`src/rtl/adder_pkg.sv`:
```
// Shared definitions for the adder result stage: default widths, the
// per-result flag record that travels next to the sum, and the saturation
// pattern used when the optional SATURATE_EN build clamps overflowed sums.
package adder_pkg;

  localparam int DEFAULT_N     = 32;
  localparam int DEFAULT_CNT_W = 8;

  // Flag record stored alongside the sum. A full result record is
  // {sum, res_flags_t}, i.e. {sum, cout, ovf, zero, neg} from MSB to LSB.
  typedef struct packed {
    logic cout;
    logic ovf;
    logic zero;
    logic neg;
  } res_flags_t;

  localparam int FLAGS_W = $bits(res_flags_t);

  // Saturated values have the shape {top, {N-1{rest}}}, so only two bits
  // are needed to describe them independently of the datapath width.
  typedef struct packed {
    logic top;
    logic rest;
  } sat_pat_t;

  // A wrapped sum with MSB set came from a positive overflow and clamps to
  // 0111..1; a wrapped sum with MSB clear came from a negative overflow and
  // clamps to 1000..0.
  function automatic sat_pat_t sat_value(input logic msb);
    sat_pat_t pat;
    pat.top  = ~msb;
    pat.rest = msb;
    return pat;
  endfunction

endpackage

```
`src/rtl/result_skid_buf.sv`:
```
// Generic 2-entry valid/ready skid buffer. A main register drives the
// output; a skid register absorbs one extra entry while the output is held.
// in_ready comes straight from the skid-valid flop, so the upstream carry
// path never sees out_ready combinationally.
module result_skid_buf #(
  parameter int W = 8
) (
  input  logic         clk,
  input  logic         rst_n,
  input  logic         in_valid,
  output logic         in_ready,
  input  logic [W-1:0] in_data,
  output logic         out_valid,
  input  logic         out_ready,
  output logic [W-1:0] out_data
);

  logic         main_valid_q, main_valid_d;
  logic [W-1:0] main_data_q,  main_data_d;
  logic         skid_valid_q, skid_valid_d;
  logic [W-1:0] skid_data_q,  skid_data_d;

  logic accept;
  logic xfer;

  assign in_ready  = ~skid_valid_q;
  assign out_valid = main_valid_q;
  assign out_data  = main_data_q;

  assign accept = in_valid & ~skid_valid_q;
  assign xfer   = main_valid_q & out_ready;

  // Next-state for both entries; FIFO order is kept by always refilling
  // main from skid before accepting new data.
  always_comb begin
    // NOTE: every signal gets its hold value first so no path leaves it unassigned (no latch).
    main_valid_d = main_valid_q;
    main_data_d  = main_data_q;
    skid_valid_d = skid_valid_q;
    skid_data_d  = skid_data_q;

    if (skid_valid_q) begin
      // Full: nothing can be accepted; drain skid into main on transfer.
      if (xfer) begin
        main_data_d  = skid_data_q;
        skid_valid_d = 1'b0;
      end
    end else if (accept) begin
      if (!main_valid_q || xfer) begin
        main_valid_d = 1'b1;
        main_data_d  = in_data;
      end else begin
        skid_valid_d = 1'b1;
        skid_data_d  = in_data;
      end
    end else if (xfer) begin
      main_valid_d = 1'b0;
    end
  end

  // State registers with synchronous active-low reset.
  always_ff @(posedge clk) begin
    if (!rst_n) begin
      // NOTE: data registers are reset too, because the output data must read zero after reset.
      main_valid_q <= 1'b0;
      main_data_q  <= '0;
      skid_valid_q <= 1'b0;
      skid_data_q  <= '0;
    end else begin
      // NOTE: non-blocking assignments so every flop samples pre-edge values.
      main_valid_q <= main_valid_d;
      main_data_q  <= main_data_d;
      skid_valid_q <= skid_valid_d;
      skid_data_q  <= skid_data_d;
    end
  end

endmodule

```
`src/rtl/adder_result_stage.sv`:
```
// Registered result stage behind the carry-select adder. Builds the result
// record (optionally saturating the sum), derives zero/negative flags from
// the stored value, buffers it in a 2-entry skid buffer and counts accepted
// overflowed results with a saturating counter.
// Optional feature macro: SATURATE_EN (clamp overflowed sums at capture).
module adder_result_stage
  import adder_pkg::*;
#(
  parameter int N     = DEFAULT_N,
  parameter int CNT_W = DEFAULT_CNT_W
) (
  input  logic             clk,
  input  logic             rst_n,
  input  logic             in_valid,
  output logic             in_ready,
  input  logic [N-1:0]     in_sum,
  input  logic             in_cout,
  input  logic             in_ovf,
  output logic             out_valid,
  input  logic             out_ready,
  output logic [N-1:0]     out_sum,
  output logic             out_cout,
  output logic             out_ovf,
  output logic             out_zero,
  output logic             out_neg,
  output logic [CNT_W-1:0] ovf_count,
  input  logic             clr_count
);

  localparam int REC_W = N + FLAGS_W;

  logic [N-1:0]     cap_sum;
  res_flags_t       cap_flags;
  logic [REC_W-1:0] cap_rec;
  logic [REC_W-1:0] out_rec;
  res_flags_t       out_flags;

  logic             accept;
  logic [CNT_W-1:0] ovf_count_q, ovf_count_d;

  assign accept = in_valid & in_ready;

  // Capture path: choose the stored sum, then derive flags from it so the
  // flags always describe exactly what will appear on out_sum.
  always_comb begin
    cap_sum = in_sum;
`ifdef SATURATE_EN
    if (in_ovf) begin
      cap_sum = {sat_value(in_sum[N-1]).top, {(N-1){sat_value(in_sum[N-1]).rest}}};
    end
`endif
    cap_flags.cout = in_cout;
    cap_flags.ovf  = in_ovf;
    cap_flags.zero = (cap_sum == '0);
    cap_flags.neg  = cap_sum[N-1];
    cap_rec        = {cap_sum, cap_flags};
  end

  result_skid_buf #(
    .W (REC_W)
  ) u_skid (
    .clk       (clk),
    .rst_n     (rst_n),
    .in_valid  (in_valid),
    .in_ready  (in_ready),
    .in_data   (cap_rec),
    .out_valid (out_valid),
    .out_ready (out_ready),
    .out_data  (out_rec)
  );

  // Unpack the registered record onto the output ports.
  always_comb begin
    out_flags = out_rec[FLAGS_W-1:0];
    out_sum   = out_rec[REC_W-1:FLAGS_W];
    out_cout  = out_flags.cout;
    out_ovf   = out_flags.ovf;
    out_zero  = out_flags.zero;
    out_neg   = out_flags.neg;
  end

  // Overflow counter next-state: clear has priority, then a saturating +1.
  always_comb begin
    ovf_count_d = ovf_count_q;
    if (clr_count) begin
      ovf_count_d = '0;
    end else if (accept && in_ovf && !(&ovf_count_q)) begin
      ovf_count_d = ovf_count_q + CNT_W'(1);
    end
  end

  // Overflow counter register.
  always_ff @(posedge clk) begin
    if (!rst_n) begin
      ovf_count_q <= '0;
    end else begin
      ovf_count_q <= ovf_count_d;
    end
  end

  assign ovf_count = ovf_count_q;

endmodule

```
`config.mk`:
```
export PLATFORM = sky130hd
export DESIGN_NAME = adder_result_stage
export DESIGN_NICKNAME = d
export VERILOG_FILES = /design/src/rtl/adder_pkg.sv /design/src/rtl/result_skid_buf.sv /design/src/rtl/adder_result_stage.sv
export SDC_FILE = /design/constraint.sdc
export NUM_CORES = 1
export LEC_CHECK = 0
export CORE_MARGIN = 2
export CORE_UTILIZATION = 45
export CTS_CLUSTER_SIZE = 12
export DETAILED_ROUTE_END_ITERATION = 12
export PLACE_DENSITY = 0.73
export SYNTH_ARGS = -nofsm -noshare
export SYNTH_HDL_FRONTEND = slang
export SYNTH_HIERARCHICAL = 1
export SYNTH_SLANG_ARGS = --single-unit
export TNS_END_PERCENT = 5
```
`constraint.sdc`:
```
create_clock -name clk -period 1.68 [get_ports clk]
set_clock_uncertainty 0.15 [all_clocks]
set_input_delay 0.336 -clock clk [delete_from_list [all_inputs] [get_ports clk]]
set_output_delay 0.336 -clock clk [all_outputs]
set_load 0.05 [all_outputs]
```
==> results_dict.tcl <==
set metrics [dict create \
    status "finished with violations" \
    violations "setup timing" \
    synthFlopType "dfxtp_1" \
    overflow 0 \
    drv_slew 0 \
    r2r_slack_ns 0.13 \
    grt_start_max_net_pins 75 \
    postPlaceCellArea_mm2 0.00527 \
    synth-edff-count 0 \
    ir_drop_mv 0.476 \
    drt-initial-drc-count 208 \
    worstPathRequired_ns 1.83 \
    drive_gt1_share_pct 25.1 \
    min_period_over_period_pct 101 \
    cts_sinks 82 \
    fp.coreArea_mm2 0.00781 \
    yosysTopAreaCellShare_pct 44.6 \
    syn_nets 431 \
    ctsRootBufferMaster "clkbuf_8" \
    cts_hold_buf 0 \
    clkPwrFrac_pct 27.7 \
    postSynthCellCount 391 \
    drc 0 \
    syn_area_per_cell_um2 9.41 \
    yosysUniqueCellTypes 35 \
    criticalPathCategory "in2reg" \
    p_per_area_mw_per_mm2 850 \
    rows 32 \
    fin_crit_ns 1.70 \
    ys_ff_latch 82 \
    power_switching_w 0.00149 \
    numCtsBuffers 9 \
    hpwlAfterDp_um 6220 \
    grtUsageTotal_pct 21.4 \
    leakage_nw 2.41 \
    yosys-top-cells-area "dfxtp_1 (45%), mux2i_1 (10%), o211a_1 (9.8%)" \
    antenna_found_initial 0 \
    finalHoldViolCount 0 \
    fmax_ghz 0.587 \
    setup_viol 1 \
    end_kind "flop" \
    wirelength_um 9270 \
    viasPerCell 5.42 \
    p_int_w 0.00321 \
    firstDrtPassIters 4 \
    nNetsFinal 537 \
    num_antenna_cells 0 \
    yosysWarnings 6 \
    p_comb_share_pct 26.2 \
    seq_area_frac_synth_pct 44.6 \
    port_buffers 84 \
    max_cap_viol_count 0 \
    area_growth_pct 50.3 \
    final.setup.worst_slack_ns -0.0241 \
    synth_top_area_cell "dfxtp_1" \
    startpoint_type "input port" \
    grt_pass1_vias 3183 \
    synth.most_common_cell "dfxtp_1" \
    pwr-share-seq_pct 46.1 \
    hp-class "in2reg" \
    netlist_area_mm2 0.00368 \
    final_area_mm2 0.00553 \
    seq_area_mm2 0.00165 \
    clk_pin_slew_worst_paths_ns 0.09 \
    io_pins 85 \
    cts_tree "done" \
    die_y_um 94.4 \
    clock_path_buffers 2 \
    vias 3272 \
    multi_input_area_mm2 0.00192 \
    place.gp.congestion 0.781 \
    ant_nets 0 \
    cts_max_level 3 \
    arrival_ns 1.85 \
    synth_common_cells "dfxtp_1 (82), nand2_1 (76), nand3_1 (40)" \
    dieArea_mm2 0.00892 \
    die_w_um 94.4 \
    rsz0062_at_grt "true" \
    tightest_slew_ns 0.351 \
    clk_latency_ns 0.35 \
    wl_per_cell_um 15.3 \
    synthArstFlopShare_pct 0 \
    n_fill_cell 604 \
    floorplan.initialDensity_pct 47.1 \
    crit_fanout 2 \
    switching_share_pct 31.7 \
    grt_pass1_wl_um 15100 \
    relSlewSlack_pct 76.6 \
    tns_ns -0.0241 \
]
## routing by layer
layer  vias to the layer above  wire (um)  track usage, %
met5                         -          0               0
met4                         0        162            9.30
met3                        15        413            2.87
met2                        81       4810            37.1
met1                      1564       3880            26.6
li1                       1612          -               -
## placed cells by master, fill, tap and decap left out, types with 2 or more instances in the layout
master and count:
dlygate4sd2_1 4, clkbuf_8 9, nor3_1 4, buf_12 46, nand4_1 2, a21boi_1 37
clkdlybuf4s50_1 25, nand3_1 40, mux2i_1 38, dfxtp_1 78, clkinv_2 2, nand2b_1 3
a21oi_1 3, o211a_1 36, inv_6 3, nor4_2 5, buf_4 44, a211oi_1 2
nor2_1 6, dlymetal6s2s_1 8, inv_1 2, dfxtp_2 3, and4_1 2, clkinvlp_4 2
nor4_1 2, and2_4 2, nand2_1 76
## per-stage QoR
| step | setup slack (ns) | util (%) | cells | total power (W) | hold slack [ns] |
|---|---|---|---|---|---|
| after global placement | -0.426 | 67.5 | 586 | 0.00342 | 0.289 |
| after CTS | -0.0127 | 69.9 | 602 | 0.00472 | 0.302 |
| after floorplan | -0.120 | - | 391 | 0.00280 | 0.285 |
| final | -0.0241 | 70.8 | 604 | 0.00470 | 0.147 |
| after detailed placement | -0.446 | 67.5 | 586 | 0.00344 | 0.295 |
| after global routing | -0.0805 | 70.8 | 604 | 0.00488 | 0.153 |
## state kept, by name, summed over array words and instances, names as in the netlist
register,flops
u_skid/skid_valid_q,1
u_skid/skid_data_q,36
u_skid/out_valid,1
u_skid/out_data,36
ovf_count,8
## repair_timing
| action | CTS | global route |
|---|---|---|
| endpoints found under the setup margin | 18 | 38 |
| cloned | 0 | 1 |
| gates resized for setup | 7 | 15 |
| buffers inserted | 0 | 1 |
| pin swaps | 3 | 8 |
## path summary, 6_finish.rpt
path	end	from	cells past startpoint
max	u_skid/out_data[1]	in_sum[15]	7
min	u_skid/skid_data_q[30]	in_sum[26]	3
max reg2reg	u_skid/out_data[13]	u_skid/skid_valid_q	4
min reg2reg	u_skid/skid_data_q[0]	u_skid/skid_data_q[0]	2
## critical path, cell delays in order
cell and delay, ns:
clkdlybuf4s50_1 0.46, nor4_2 0.34, nand4_1 0.19, nor2_1 0.19
mux2i_1 0.11, nand3_1 0.09, o211a_1 0.14
## logic make-up (layout without fill, tap and decap cells)
family	count (synthesis)	in the layout	share of synthesized area, %
flip-flops	82	82	44.6
XOR/XNOR	2	2	0.476
multiplexers	39	39	10.7
adder cells (fa/ha/maj)	1	1	0.340
buffers and inverters	37	147	5.47
AND/OR/NAND/NOR	146	147	18.4
AO/OA/AOI/OAI	84	84	19.9
## power groups by stage
stage	combinational, W	clock [W]	sequential (W)
after floorplan	0.000354	0	0.00245
final	0.00123	0.00130	0.00217
after global routing	0.00130	0.00140	0.00218
after CTS	0.00123	0.00132	0.00217
after global placement	0.00121	0	0.00221
after detailed placement	0.00122	0	0.00221
## cell type report
type | count | area share (%)
inverter | 3 | 0.339
tap | 102 | 2.31
clock inverter | 7 | 0.928
sequential | 82 | 29.8
clock buffer | 9 | 2.24
multi-input combinational | 273 | 34.7
timing repair buffer | 128 | 29.7
No activity file was read; power rests on OpenSTA's default activity.
